<file path="src/rtl/iprec.sv">
// IPv4 receive header stage: validates the header of each datagram from the MAC
// clipper, strips header and options, and forwards the UDP segment with pad trimmed.
//
// Stream handshake: a word transfers on any rising clock edge where its valid is
// high (ipvalidin in, udpvalidin out); there is no backpressure, so gaps on the
// input are mirrored one cycle later on the output and udpdatain holds otherwise.
module iprec #(
    parameter bit BCASTEN = 1'b1
) (
    input  logic        clock,
    input  logic        reset,
    input  logic        ipsof,
    input  logic        ipeof,
    input  logic        ipvalidin,
    input  logic [15:0] ipdatain,
    input  logic [31:0] intipaddr,
    output logic        udpsof,
    output logic        udpeof,
    output logic        udpvalidin,
    output logic [15:0] udpdatain,
    output logic [31:0] srcipaddr,
    output logic        hdrdrop,
    output logic        truncerr,
    output logic [2:0]  dbgstate
);

    typedef enum logic [2:0] {
        IDLE = 3'd0,
        HDR  = 3'd1,
        OPT  = 3'd2,
        PAY  = 3'd3,
        DROP = 3'd4
    } state_t;

    state_t       state, state_nx;
    logic [4:0]   wcnt;
    logic [3:0]   ihl;
    logic [15:0]  totlen;
    logic [15:0]  csum;
    logic [15:0]  remaining;
    logic [31:0]  shadow;
    logic         bad;
    logic         dsthi_own;
    logic         dsthi_bc;
    logic         first;

    logic         start;
    logic         inhdr;
    logic         lastw;
    logic         badnow;
    logic         fail;
    logic [16:0]  sum17;
    logic [15:0]  csum_nx;
    logic [15:0]  paybytes;
    logic [15:0]  paywords;

    assign dbgstate = state;

    always_comb begin
        start    = ipvalidin & ipsof;
        inhdr    = ipvalidin & ~ipsof & ((state == HDR) | (state == OPT));
        sum17    = {1'b0, csum} + {1'b0, ipdatain};
        csum_nx  = sum17[15:0] + {15'd0, sum17[16]};
        lastw    = (wcnt == ({ihl, 1'b0} - 5'd1));
        paybytes = totlen - {10'd0, ihl, 2'b00};
        paywords = {1'b0, paybytes[15:1]} + {15'd0, paybytes[0]};

        badnow = bad;
        case (wcnt)
            5'd3: if (ipdatain[13] || (ipdatain[12:0] != 13'd0)) badnow = 1'b1;
            5'd4: if (ipdatain[7:0] != 8'h11) badnow = 1'b1;
            5'd9: if (!((dsthi_own && (ipdatain == intipaddr[15:0])) ||
                        (BCASTEN && dsthi_bc && (ipdatain == 16'hffff))))
                      badnow = 1'b1;
            default: ;
        endcase
        // Checksum is only meaningful once the final header/option word is folded in.
        fail = badnow | (csum_nx != 16'hffff) |
               ({1'b0, totlen} < ({11'd0, ihl, 2'b00} + 17'd8));

        state_nx = state;
        if (start) begin
            state_nx = ipeof ? IDLE : HDR;
        end else if (ipvalidin) begin
            case (state)
                HDR, OPT: begin
                    if (ipeof)              state_nx = IDLE;
                    else if (lastw)         state_nx = fail ? DROP : PAY;
                    else if (wcnt >= 5'd9)  state_nx = OPT;
                end
                PAY:  if (ipeof || (remaining == 16'd1)) state_nx = IDLE;
                DROP: if (ipeof) state_nx = IDLE;
                default: ;
            endcase
        end
    end

    always_ff @(posedge clock or negedge reset) begin
        if (!reset) state <= IDLE;
        else        state <= state_nx;
    end

    always_ff @(posedge clock or negedge reset) begin
        if (!reset) begin
            wcnt       <= 5'd0;
            ihl        <= 4'd0;
            totlen     <= 16'd0;
            csum       <= 16'd0;
            remaining  <= 16'd0;
            shadow     <= 32'd0;
            bad        <= 1'b0;
            dsthi_own  <= 1'b0;
            dsthi_bc   <= 1'b0;
            first      <= 1'b0;
            udpsof     <= 1'b0;
            udpeof     <= 1'b0;
            udpvalidin <= 1'b0;
            udpdatain  <= 16'd0;
            srcipaddr  <= 32'd0;
            hdrdrop    <= 1'b0;
            truncerr   <= 1'b0;
        end else begin
            udpvalidin <= 1'b0;
            udpsof     <= 1'b0;
            udpeof     <= 1'b0;
            hdrdrop    <= 1'b0;
            truncerr   <= 1'b0;
            if (start) begin
                // A bogus IHL still counts as 5 so the header always reaches a decision.
                wcnt      <= 5'd1;
                csum      <= ipdatain;
                ihl       <= (ipdatain[11:8] < 4'd5) ? 4'd5 : ipdatain[11:8];
                bad       <= (ipdatain[15:12] != 4'd4) || (ipdatain[11:8] < 4'd5);
                totlen    <= 16'd0;
                dsthi_own <= 1'b0;
                dsthi_bc  <= 1'b0;
                if (state == PAY) truncerr <= 1'b1;
                if (ipeof)        hdrdrop  <= 1'b1;
            end else if (inhdr) begin
                wcnt <= wcnt + 5'd1;
                csum <= csum_nx;
                bad  <= badnow;
                case (wcnt)
                    5'd1: totlen        <= ipdatain;
                    5'd6: shadow[31:16] <= ipdatain;
                    5'd7: shadow[15:0]  <= ipdatain;
                    5'd8: begin
                        dsthi_own <= (ipdatain == intipaddr[31:16]);
                        dsthi_bc  <= (ipdatain == 16'hffff);
                    end
                    default: ;
                endcase
                if (ipeof) begin
                    hdrdrop <= 1'b1;
                end else if (lastw) begin
                    if (fail) begin
                        hdrdrop <= 1'b1;
                    end else begin
                        srcipaddr <= shadow;
                        remaining <= paywords;
                        first     <= 1'b1;
                    end
                end
            end else if (ipvalidin && (state == PAY)) begin
                udpvalidin <= 1'b1;
                udpdatain  <= ipdatain;
                udpsof     <= first;
                first      <= 1'b0;
                remaining  <= remaining - 16'd1;
                if (remaining == 16'd1) begin
                    udpeof <= 1'b1;
                end else if (ipeof) begin
                    udpeof   <= 1'b1;
                    truncerr <= 1'b1;
                end
            end
        end
    end

endmodule

</file>
<file path="config.mk">
export PLATFORM = sky130hd
export DESIGN_NAME = iprec
export DESIGN_NICKNAME = d
export VERILOG_FILES = /design/src/rtl/iprec.sv
export SDC_FILE = /design/constraint.sdc
export NUM_CORES = 1
export LEC_CHECK = 0
export CAP_MARGIN = 0
export CORE_UTILIZATION = 45
export CTS_CLUSTER_DIAMETER = 30
export DETAILED_ROUTE_END_ITERATION = 6
export GPL_TIMING_DRIVEN = 1
export PLACE_DENSITY = 0.7
export SKIP_CTS_REPAIR_TIMING = 1
export SYNTH_ARGS = -nofsm -noshare
export SYNTH_HDL_FRONTEND = slang
export SYNTH_SLANG_ARGS = --single-unit
</file>
<file path="constraint.sdc">
create_clock -name clock -period 4.7 [get_ports clock]
set_input_delay 1.175 -clock clock [delete_from_list [all_inputs] [get_ports clock]]
set_output_delay 1.175 -clock clock [all_outputs]
set_load 0.05 [all_outputs]
</file>
After elaboration in Yosys (flattened, before gate mapping)
Cells that the tools add are included.
- add/sub/neg operators: 8
- magnitude comparators: 3
- equality and inequality tests: 25
- multiplexer cells: 61
- bitwise logic cells: 11
- reduce and logical (&&, ||, !) cells: 23
- operators by type and width (kind ; number):
    $mux W16 ; 10
    $mux W1 ; 38
    $eq A16 B16 Y1 ; 2
    $mux W3 ; 8
    $add A16 B16 Y17 ; 1
    $add A15 B1 Y16 ; 1
    $add A16 B1 Y16 ; 1
    $eq A16 B1 Y1 const B ; 1
    $eq A16 B16 Y1 const B ; 1
    $lt A16 B7 Y1 ; 1
    $ne A16 B16 Y1 const B ; 1
    $sub A16 B1 Y16 const B ; 1
    $sub A16 B6 Y16 ; 1
    $eq A5 B3 Y1 const B ; 3
    $reduce_and A5 Y1 ; 3
    $reduce_bool A13 Y1 ; 1
    $eq A5 B4 Y1 const B ; 2
    $mux W5 ; 2
    $reduce_bool A2 Y1 ; 5
    $pmux W3 S3 ; 1
    $reduce_and A3 Y1 ; 3
    $ne A8 B5 Y1 const B ; 1
    $add A6 B4 Y7 const B ; 1
    $eq A3 B2 Y1 const B ; 2
    other kinds (24) ; 40
- bits in registers: 149
- logic and storage cells: 150

Depth between registers and ports, before layout
- depth after elaboration: 13
- mapped depth: 24

Least setup slack after synthesis
Ideal clock, no wire load.
- path type: input-to-reg
- start: in ipdatain[1]
- end: reg remaining[13]
- data arrival time: 5.812 ns
- setup slack: -1.239 ns
- cell stages on the path: 24
- cells stage by stage: clkbuf_1 > inv_1 > fa_1 > nand2b_1 > a211oi_2 > o21ai_0 > a21bo_2 > nand2b_1 > a21o_1 > a21oi_1 > o21bai_1 > ha_1 > ha_1 > nand2_1 > nor3_2 > nand4_1 > or3_1 > or3_4 > a2111oi_4 > nand3_2 > buf_6 > buf_6 > a22oi_1 > o22ai_1
- longest elaborated chain between the ends: 9
- ends and longest elaborated chain (what ; line ; RTL):
    start: declaration ; 15 ; input logic [15:0] ipdatain,
    parallel branches: the longest is 5 deep, another holds $add A16 B16 Y17 ; - ;
    $or A1 B1 Y1 (*) (2 in series) ; 78 ; fail = badnow | (csum_nx != 16'hffff) |
    $ne A2 B2 Y1 (no source line) (*) ; - ;
    $reduce_and A5 Y1 (no source line) (*) ; - ;
    end signal: assignment ; 160 ; remaining <= paywords;
    end signal: assignment ; 169 ; remaining <= remaining - 16'd1;
    end: declaration ; 40 ; logic [15:0] remaining;
Every way passes the cells marked *.
A chain may end at the register's enable or synchronous reset.

Final worst setup path
- start: in ipdatain[1]
- end: reg srcipaddr[2]
- longest elaborated chain between the ends: 9
- ends and longest elaborated chain (what ; line ; RTL):
    parallel branches: the longest is 5 deep, another holds $add A16 B16 Y17 ; - ;
    $or A1 B1 Y1 (*) (2 in series) ; 78 ;
    $not A1 Y1 (no source line) (*) ; - ;
    $reduce_and A5 Y1 (no source line) (*) ; - ;
    end signal: assignment ; 159 ; srcipaddr <= shadow;
    end: declaration ; 21 ; output logic [31:0] srcipaddr,
Marks and branches as above.

==> impl_metrics.toml <==
[global_routing]
overflow = 0
antenna_found_initial = 1
grt_pass1_wl_um = 41900
grt_start_max_net_pins = 105
grt.total_usage_pct = 25.6
grt_pass1_vias = 7757

[synthesis]
synth_top_area_share_pct = 40.5
avgSynthCellArea_um2 = 9.56
synth_cells = 963
netlist_area_um2 = 9200
ys_seq_area_share_pct = 40.5
synth_top_area_cell = "dfrtp_1"
synth_seq_cells = 149
yosysWarnings = 0
syn_nets = 1056
synth.top_cells.by_area = "dfrtp_1 41%, mux2_2 7.3%, ha_1 5.0%"
synth_cell_types = 77
ys.flop_type = "dfrtp_1"
synth_edf_count = 0
synthArstFlopShare_pct = 100

[sta]
fin_crit_sh_pct = 114
fin_skew_ns = 0.00931
holdWs_ns = 0.473
max_freq_ghz = 0.187
relSlewSlack_pct = 23.3
rsz0062_at_grt = "true"
fin_crit_ns = 5.34
finalSetupViolations = 53
tightest_slew_ns = 1.14
slew_viol_final = 0
hold_viol = 0
layout_setup_ws_ns = -0.643

[clock_tree]
clockBufferDepth = 2
clock_sinks = 149
cts.reportedPaths.clkPinSlew_ns = 0.06
clk_latency_ns = 0.43
cts_tree = "yes"
cts-root-buf = "clkbuf_16"
cts.htree.levels = 4
cts_inserted_buffers = 17

[run]
cap_violations = 0

[worst_setup_path]
cp-start-kind = "input port"
path_max_fanout = 9
crit_type = "input port to flop"
setup.worst_path.end_class = "flop"
cp.required_ns = 5.01
reg2reg_slack_ns = -0.25
arrival_ns = 5.66

[finish]
fin_nets = 1241
antenna_cells = 0
fillers = 1612
drive_above_1_share_pct = 24.3
syn2layout_area_growth_pct = 33.8
fin_area_um2 = 12300

[floorplanning]
die-width_um = 145
dieArea_um2 = 21000
initial_core_util_pct = 46.5
core_um2 = 19800
fp.dieH_um = 145
io_pins = 109
core.rowCount = 51

[pwr]
switching_share_pct = 42.1
p_leak_nw = 5.64
vdd_drop_max_mv = 0.304
power.total_w = 0.00697
power_frac_comb_pct = 52.4
pwr-share-clk_pct = 19.4
switchingPower_w = 0.00293
power_density_nw_per_um2 = 566
pwr-share-seq_pct = 28.2
power.internal_w = 0.00403

[routing]
totalWireLength_um = 27800
first_iter_violations = 670
wire_per_inst_um = 19.5
drcViolationCount = 0
drtPass1Iterations = 5
vias = 8292
viasPerCell = 5.81
ant_nets = 0

[placed_design]
place_area_um2 = 11300
portBuffers = 108
dp_hpwl_um = 18800
gp_congestion = 0.902

[worst_hold_path]
holdCritPathClass = "flop to flop"

[outcome]
outcome = "complete, but fails checks"
violations = "negative setup slack"
-- layer usage --
metal | track usage (%) | share of wire, % | up-vias | wire length, um
li1 | - | - | 3877 | -
met1 | 33.5 | 43 | 4048 | 12000
met2 | 41.5 | 47 | 319 | 13200
met4 | 8.56 | 2.2 | 2 | 615
met3 | 6.16 | 7.0 | 46 | 1950
met5 | 0 | 0.047 | - | 13
-- power by group through the flow --
stage	clock, W	combinational [W]	sequential, W
2_1_floorplan	0	0.00210	0.00210
3_3_place_gp	0	0.00345	0.00195
3_5_place_dp	0	0.00350	0.00196
4_1_cts	0.00137	0.00352	0.00194
5_1_grt	0.00142	0.00396	0.00201
6_report	0.00135	0.00365	0.00197
-- layout make-up --
type	count	area, um^2	area share (%)
Tap cell	265	332	2.69
Inverter	29	109	0.884
Clock inverter	14	143	1.16
Multi-Input combinational cell	720	5390	43.7
Clock buffer	18	439	3.57
Timing Repair Buffer	231	2180	17.7
Sequential cell	149	3730	30.3
-- placed cells by master, fill, tap and decap left out, types with 7 or more instances in the layout --
cell / n
dfrtp_1: 149
buf_4: 110
nand2_1: 98
clkdlybuf4s50_1: 96
nor2_1: 65
mux2_2: 60
xor2_1: 42
a21oi_1: 41
o21ai_0: 37
xnor2_1: 29
inv_1: 27
ha_1: 26
nor3_1: 24
nor4_1: 21
nand4_1: 21
clkbuf_16: 21
nand3_1: 20
a22o_1: 17
a21o_1: 11
a21oi_2: 10
a31oi_1: 10
ha_4: 10
dlymetal6s2s_1: 10
o211ai_1: 8
or3_1: 8
mux2i_1: 8
o22ai_1: 8
and2_1: 8
and3_1: 7
a22oi_1: 7
-- synthesized netlist by cell type (7+ instances only) --
cell type,count
a21o_1,11
a21oi_1,49
a22o_1,17
a22oi_1,12
a31oi_1,10
and2_1,9
and3_1,7
clkbuf_1,53
dfrtp_1,149
ha_1,37
inv_1,29
mux2_2,60
mux2i_1,8
nand2_1,99
nand3_1,20
nand4_1,21
nor2_1,66
nor3_1,25
nor4_1,22
o211ai_1,8
o21ai_0,38
o22ai_1,8
or3_1,8
xnor2_1,29
xor2_1,43
-- flip-flops by register name, indices dropped and copies added, names as in the netlist --
register and cells:
srcipaddr 32, truncerr 1, ihl 4, udpeof 1, udpdatain 16, udpvalidin 1, totlen 16, dsthi_bc 1
bad 1, first 1, shadow 32, wcnt 5, udpsof 1, csum 16, hdrdrop 1, dsthi_own 1
dbgstate 3, remaining 16
-- kinds of logic (layout without fill, tap and decap cells) --
group,Yosys count,in the layout,share of synthesized area [%]
compound gates,219,219,16.8
xor+xnor,74,74,7.29
fa+ha+maj,40,40,5.68
buf+inv,94,292,4.24
flops,149,149,40.5
mux,68,68,8.21
simple gates,319,319,17.2
-- metrics by stage --
| stage | TNS, ns | std cells | util (%) | setup WS (ns) |
|---|---|---|---|---|
| floorplan | -40.23 | 963 | - | -0.838 |
| global placement | -85.17 | 1383 | 57.1 | -1.54 |
| detailed placement | -92.83 | 1383 | 57.1 | -1.67 |
| CTS | -64.92 | 1415 | 60.0 | -1.25 |
| global route | -40.17 | 1426 | 62.3 | -0.805 |
| finish | -31.48 | 1426 | 62.3 | -0.643 |
-- worst paths after layout --
check,depth (start not counted),end,from
hold reg to reg,2,udpdatain[9]$_DFFE_PN0P_,udpdatain[9]$_DFFE_PN0P_
max in group asynchronous,2,shadow[21]$_DFFE_PN0P_,reset
min in group asynchronous,1,remaining[1]$_DFFE_PN0P_,reset
setup / recovery,23,srcipaddr[2]$_DFFE_PN0P_,ipdatain[1]
hold / removal,2,udpdatain[9]$_DFFE_PN0P_,udpdatain[9]$_DFFE_PN0P_
setup reg to reg,23,srcipaddr[2]$_DFFE_PN0P_,csum[0]$_DFFE_PN0P_
-- critical path, cell delays in order --
cell and delay (ns):
dlymetal6s2s_1 0.12, inv_2 0.06, fa_2 0.40, nand2b_4 0.16, a211oi_4 0.25, o21ai_2 0.11, a21bo_2 0.23, nand2b_1 0.07
a21o_1 0.13, a21oi_2 0.06, o21bai_2 0.16, ha_2 0.23, ha_4 0.17, nand2_4 0.06, nor3_4 0.18, nand4_1 0.14
or3_1 0.34, or3_4 0.36, a2111oi_4 0.45, nand3_4 0.16, clkbuf_16 0.21, buf_8 0.15, mux2_2 0.27
No activity file was read; power rests on OpenSTA's default activity.
==> RTL change 1 (same flow settings) <==
Add an input register stage for `ipsof`, `ipeof`, `ipvalidin` and `intipaddr`, without a reset; this delays them by one clock. The other inputs are not delayed to match.
--- a/src/rtl/iprec.sv
+++ b/src/rtl/iprec.sv
@@ -33,4 +33,16 @@
     } state_t;
 
+    logic ipsof_q;
+    logic ipeof_q;
+    logic ipvalidin_q;
+    logic [31:0] intipaddr_q;
+
+    always_ff @(posedge clock) begin
+        ipsof_q     <= ipsof;
+        ipeof_q     <= ipeof;
+        ipvalidin_q <= ipvalidin;
+        intipaddr_q <= intipaddr;
+    end
+
     state_t       state, state_nx;
     logic [4:0]   wcnt;
@@ -58,6 +70,6 @@
 
     always_comb begin
-        start    = ipvalidin & ipsof;
-        inhdr    = ipvalidin & ~ipsof & ((state == HDR) | (state == OPT));
+        start    = ipvalidin_q & ipsof_q;
+        inhdr    = ipvalidin_q & ~ipsof_q & ((state == HDR) | (state == OPT));
         sum17    = {1'b0, csum} + {1'b0, ipdatain};
         csum_nx  = sum17[15:0] + {15'd0, sum17[16]};
@@ -70,5 +82,5 @@
             5'd3: if (ipdatain[13] || (ipdatain[12:0] != 13'd0)) badnow = 1'b1;
             5'd4: if (ipdatain[7:0] != 8'h11) badnow = 1'b1;
-            5'd9: if (!((dsthi_own && (ipdatain == intipaddr[15:0])) ||
+            5'd9: if (!((dsthi_own && (ipdatain == intipaddr_q[15:0])) ||
                         (BCASTEN && dsthi_bc && (ipdatain == 16'hffff))))
                       badnow = 1'b1;
@@ -81,14 +93,14 @@
         state_nx = state;
         if (start) begin
-            state_nx = ipeof ? IDLE : HDR;
-        end else if (ipvalidin) begin
+            state_nx = ipeof_q ? IDLE : HDR;
+        end else if (ipvalidin_q) begin
             case (state)
                 HDR, OPT: begin
-                    if (ipeof)              state_nx = IDLE;
+                    if (ipeof_q)              state_nx = IDLE;
                     else if (lastw)         state_nx = fail ? DROP : PAY;
                     else if (wcnt >= 5'd9)  state_nx = OPT;
                 end
-                PAY:  if (ipeof || (remaining == 16'd1)) state_nx = IDLE;
-                DROP: if (ipeof) state_nx = IDLE;
+                PAY:  if (ipeof_q || (remaining == 16'd1)) state_nx = IDLE;
+                DROP: if (ipeof_q) state_nx = IDLE;
                 default: ;
             endcase
@@ -136,5 +148,5 @@
                 dsthi_bc  <= 1'b0;
                 if (state == PAY) truncerr <= 1'b1;
-                if (ipeof)        hdrdrop  <= 1'b1;
+                if (ipeof_q)        hdrdrop  <= 1'b1;
             end else if (inhdr) begin
                 wcnt <= wcnt + 5'd1;
@@ -146,10 +158,10 @@
                     5'd7: shadow[15:0]  <= ipdatain;
                     5'd8: begin
-                        dsthi_own <= (ipdatain == intipaddr[31:16]);
+                        dsthi_own <= (ipdatain == intipaddr_q[31:16]);
                         dsthi_bc  <= (ipdatain == 16'hffff);
                     end
                     default: ;
                 endcase
-                if (ipeof) begin
+                if (ipeof_q) begin
                     hdrdrop <= 1'b1;
                 end else if (lastw) begin
@@ -162,5 +174,5 @@
                     end
                 end
-            end else if (ipvalidin && (state == PAY)) begin
+            end else if (ipvalidin_q && (state == PAY)) begin
                 udpvalidin <= 1'b1;
                 udpdatain  <= ipdatain;
@@ -170,5 +182,5 @@
                 if (remaining == 16'd1) begin
                     udpeof <= 1'b1;
-                end else if (ipeof) begin
+                end else if (ipeof_q) begin
                     udpeof   <= 1'b1;
                     truncerr <= 1'b1;
Function: changed (Yosys sat finds a counterexample within 4 cycles, from zero or initial values and one cycle with reset low).
==> RTL change 1 against the original RTL <==
- worst hold slack better by 0.0015 ns
- sequential cell count grew 35
- the run still ends with setup timing left
- non-clock buffer count rose by 9
- area after synthesis rose by 7.8%
- total power rose by 8.8%
- final area is 9.0% higher
- sequential power grew 14%
- largest power group unchanged
- wire length rose by 3.7%
- setup slack improved by 0.30 ns
==> RTL change 1: results (changes against the original RTL) <==
metric	value	unit	change
maxUsedRoutingLayer	met4		
clock_skew	0.0244	ns	+0.0151 ns
yosysSeqAreaShare	44.6	%	+4.1 points
max_stage_delay	0.34	ns	-0.11 ns
use_met2	41.5	%	about the same
crit_start	ipdatain[0]		
synth_commonest_cells	149 x dfrtp_1, 107 x nand2_1, 79 x nor2_1		
grt_max_degree	83		-21%
p_leak	0.00600	uW	+6.3%
clock_power	1470	uW	+9%
fin_ws	-0.340	ns	+0.303 ns
drt_first_pass_iters	6		+1
cp_top_family	compound AO/OA/AOI/OAI gates		
cts-root-buf	clkbuf_16		
seq_power_share	29.7	%	+1.5 points
setup_viol	52		-1.9%
worstPathArrival	5.36	ns	-0.30 ns
vias	8556		+3.2%
drt_iter0_drc	613		-8.5%
hold_start	udpdatain[6]		
first_global_vias	8261		+6.5%
hold_ws	0.475	ns	+0.00153 ns
r2r_setup_slack	0.04	ns	+0.29 ns
crit_slowest_cell	fa_2		
reg2reg_depth	21		-8.7%
place_congestion	0.880		-2.4%
clock_latency	0.45	ns	+0.02 ns
slew_headroom	28.5	%	+5.2 points
synth_cell_types	78		+1.3%
dr_wl_met3	1590	um	-19%
dpl.cell_count	1440		+4.1%
htreeDepth	4		unchanged
tns	-15.12	ns	+16.36 ns
reg_top3	intipaddr_q (32), shadow (32), srcipaddr (32)		
internal-power	4430	uW	+9.9%
dpl_cell_area	12200	um^2	+7.8%
layout.cells.non_filler	1493		+4.7%
synth_fp_nets	1094		+3.6%
dpl.hpwl	19200	um	+2.3%
timing.rr.end	srcipaddr[22]		
antenna_found_initial	0		-1
final_nets	1298		+4.6%
post-place-ws	-1.16	ns	+0.503 ns
violations	setup timing		
holdPathEnd	udpdatain[6]		
grt_use_met3	3.85	%	-2.3 points
synth.area.top_cells	dfrtp_1 38%, dfxtp_1 7.1%, xor2_1 4.7%		
status	finished with violations		
routed_wl	28900	um	+3.7%
peakVddDrop	0.274	mV	-9.9%
avgSynthCellArea	9.91	um^2	+3.7%
RTL change 1: changes by cell type in the layout (fill, tap and decap cells not counted), moves of 6 or more:
cell and delta:
a211oi_1 +9, xor2_1 +10, nor2_1 +13, a21oi_1 -10, nand2_1 +6, inv_1 +6, dfxtp_1 +35, a22oi_1 -6
mux2_4 +30, mux2_2 -30, nor4_1 -6, o21ai_0 -10
RTL change 1: cell families after synthesis:
group	count (synthesis)	synth area share [%]
AOI/OAI and AO/OA	209	14.9
xor gates and xnor gates	86	7.78
adders and majority gates	40	5.27
buffers and inverters	91	3.68
DFF	184	44.6
muxes	66	7.44
and+or+nand+nor	325	16.3
RTL change 1: cell type report:
type | count | area (um^2)
Inverter | 35 | 131
Multi-Input combinational cell | 727 | 5630
Fill cell | 1715 | 7930
Timing Repair Buffer | 240 | 2280
Tap cell | 275 | 344
Sequential cell | 184 | 4430
Clock inverter | 14 | 170
Clock buffer | 18 | 439
==> RTL change 2 (same settings) <==
Made on the original files. Set the parameter `BCASTEN` to 1'b0 (it was 1'b1).
--- a/src/rtl/iprec.sv
+++ b/src/rtl/iprec.sv
@@ -6,5 +6,5 @@
 // input are mirrored one cycle later on the output and udpdatain holds otherwise.
 module iprec #(
-    parameter bit BCASTEN = 1'b1
+    parameter bit BCASTEN = 1'b0
 ) (
     input  logic        clock,
Check against the original RTL: same outputs for any inputs over 4 cycles, from zero or initial values and one cycle with reset low; that may be too few to reach the edited logic, so the function may still have changed.
==> RTL change 2 against the original RTL <==
- total power increased by 6.4%
- final cell count increased by 4.0%
- sequential share of layout area fell by 1.3 points
- the flow still finishes with violations (setup timing)
- setup slack better by 0.55 ns
- largest cell class unchanged
- final area is 3.6% higher
- critical endpoint is now srcipaddr[21]
- wire length grew 4.7%
- critical path depth decreased by 1
- area after synthesis up 3.7%
- sequential cell count fell by 1
==> RTL change 2: results (changes against the original RTL) <==
metric	value	unit	change
cp_top_family	compound AO/OA/AOI/OAI gates		
post-place-ws	-1.07	ns	+0.600 ns
p_total	7410	uW	+6.4%
place_congestion	0.954		+5.8%
synthAdderAreaFrac	5.48	%	-0.20 points
r2r_setup_slack	0.30	ns	+0.55 ns
tightest_slew	0.914	ns	-0.226 ns
vias	8600		+3.7%
dpl.cell_count	1446		+4.6%
holdPathEnd	first		
dpl_cell_area	11900	um^2	+5.1%
hold_start	first		
yosys-mux-area-fraction	9.14	%	+0.93 points
grt_max_degree	101		-3.8%
swShare	43.0	%	+0.89 points
violations	setup timing		
reg_top3	shadow (32), srcipaddr (32)		
worst-path-max-fanout	5		-4
hold_ws	0.474	ns	+0.000382 ns
final_nets	1293		+4.2%
dpl.hpwl	20800	um	+11%
drive_above_1_share	25.2	%	+0.94 points
antenna_found_initial	0		-1
synth.area.top_cells	dfrtp_1 39%, ha_1 4.9%, nand2_1 4.6%		
routed_wl	29100	um	+4.7%
yosysSeqAreaShare	38.8	%	-1.7 points
grt_use_total	27.2	%	+1.6 points
crit_start	ipdatain[0]		
cts_buffers	17		unchanged
crit_slowest_cell	o21ai_0		
reg2reg_depth	21		-8.7%
worstHoldPathCells	2		unchanged
routed_via_density	5.80		-0.27%
status	finished with violations		
post_synth_xor_area_fraction	7.49	%	+0.20 points
setup_viol	23		-57%
tns	-1.55	ns	+29.93 ns
peakVddDrop	0.338	mV	+11%
combinationalPowerShare	55.8	%	+3.4 points
timing.rr.end	srcipaddr[21]		
endpoint_kind	flip-flop		
avgSynthCellArea	9.60	um^2	+0.42%
synth_compound_area_share	16.5	%	-0.37 points
clock_power	1420	uW	+5%
hold_path.class	reg2reg		
synth_commonest_cells	148 x dfrtp_1, 116 x nand2_1, 54 x nor2_1		
first_global_vias	8635		+11%
grt_first_pass_wirelength	46200	um	+10%
drt_iter0_drc	700		+4.5%
worstPathArrival	5.11	ns	-0.55 ns
clock_skew	0.0125	ns	+0.00323 ns
max_stage_delay	0.38	ns	-0.07 ns
p_leak	0.00582	uW	+3.2%
synth_fp_nets	1087		+2.9%
fin_ws	-0.0954	ns	+0.548 ns
synth_cell_types	78		+1.3%
==> RTL change 2: cell types whose count changed after synthesis, sizes merged, moves of 6 or more <==
cell / before / now
clkbuf: 53 / 47
nand3: 21 / 32
nand2: 100 / 116
xor2: 44 / 32
nor2: 66 / 54
o221ai: 2 / 15
xnor2: 29 / 47
nor3: 27 / 36
o22ai: 8 / 2
==> RTL change 2: layer usage <==
| layer | global-route usage (%) | wire length (um) | vias up |
|---|---|---|---|
| li1 | - | - | 4038 |
| met1 | 35.1 | 12400 | 4239 |
| met2 | 45.7 | 14200 | 264 |
| met3 | 3.61 | 1340 | 59 |
| met4 | 12.1 | 1130 | 0 |
| met5 | 0 | 0 | - |
==> RTL change 2: cell type report <==
| cell class | count | area (um^2) |
|---|---|---|
| fillers | 1665 | 7730 |
| multi-input cells | 752 | 5770 |
| flip-flops and latches | 148 | 3700 |
| repair buffers | 248 | 2220 |
| clock buffers | 17 | 425 |
| well taps | 270 | 338 |
| clock inverters | 15 | 184 |
| inverters | 33 | 124 |
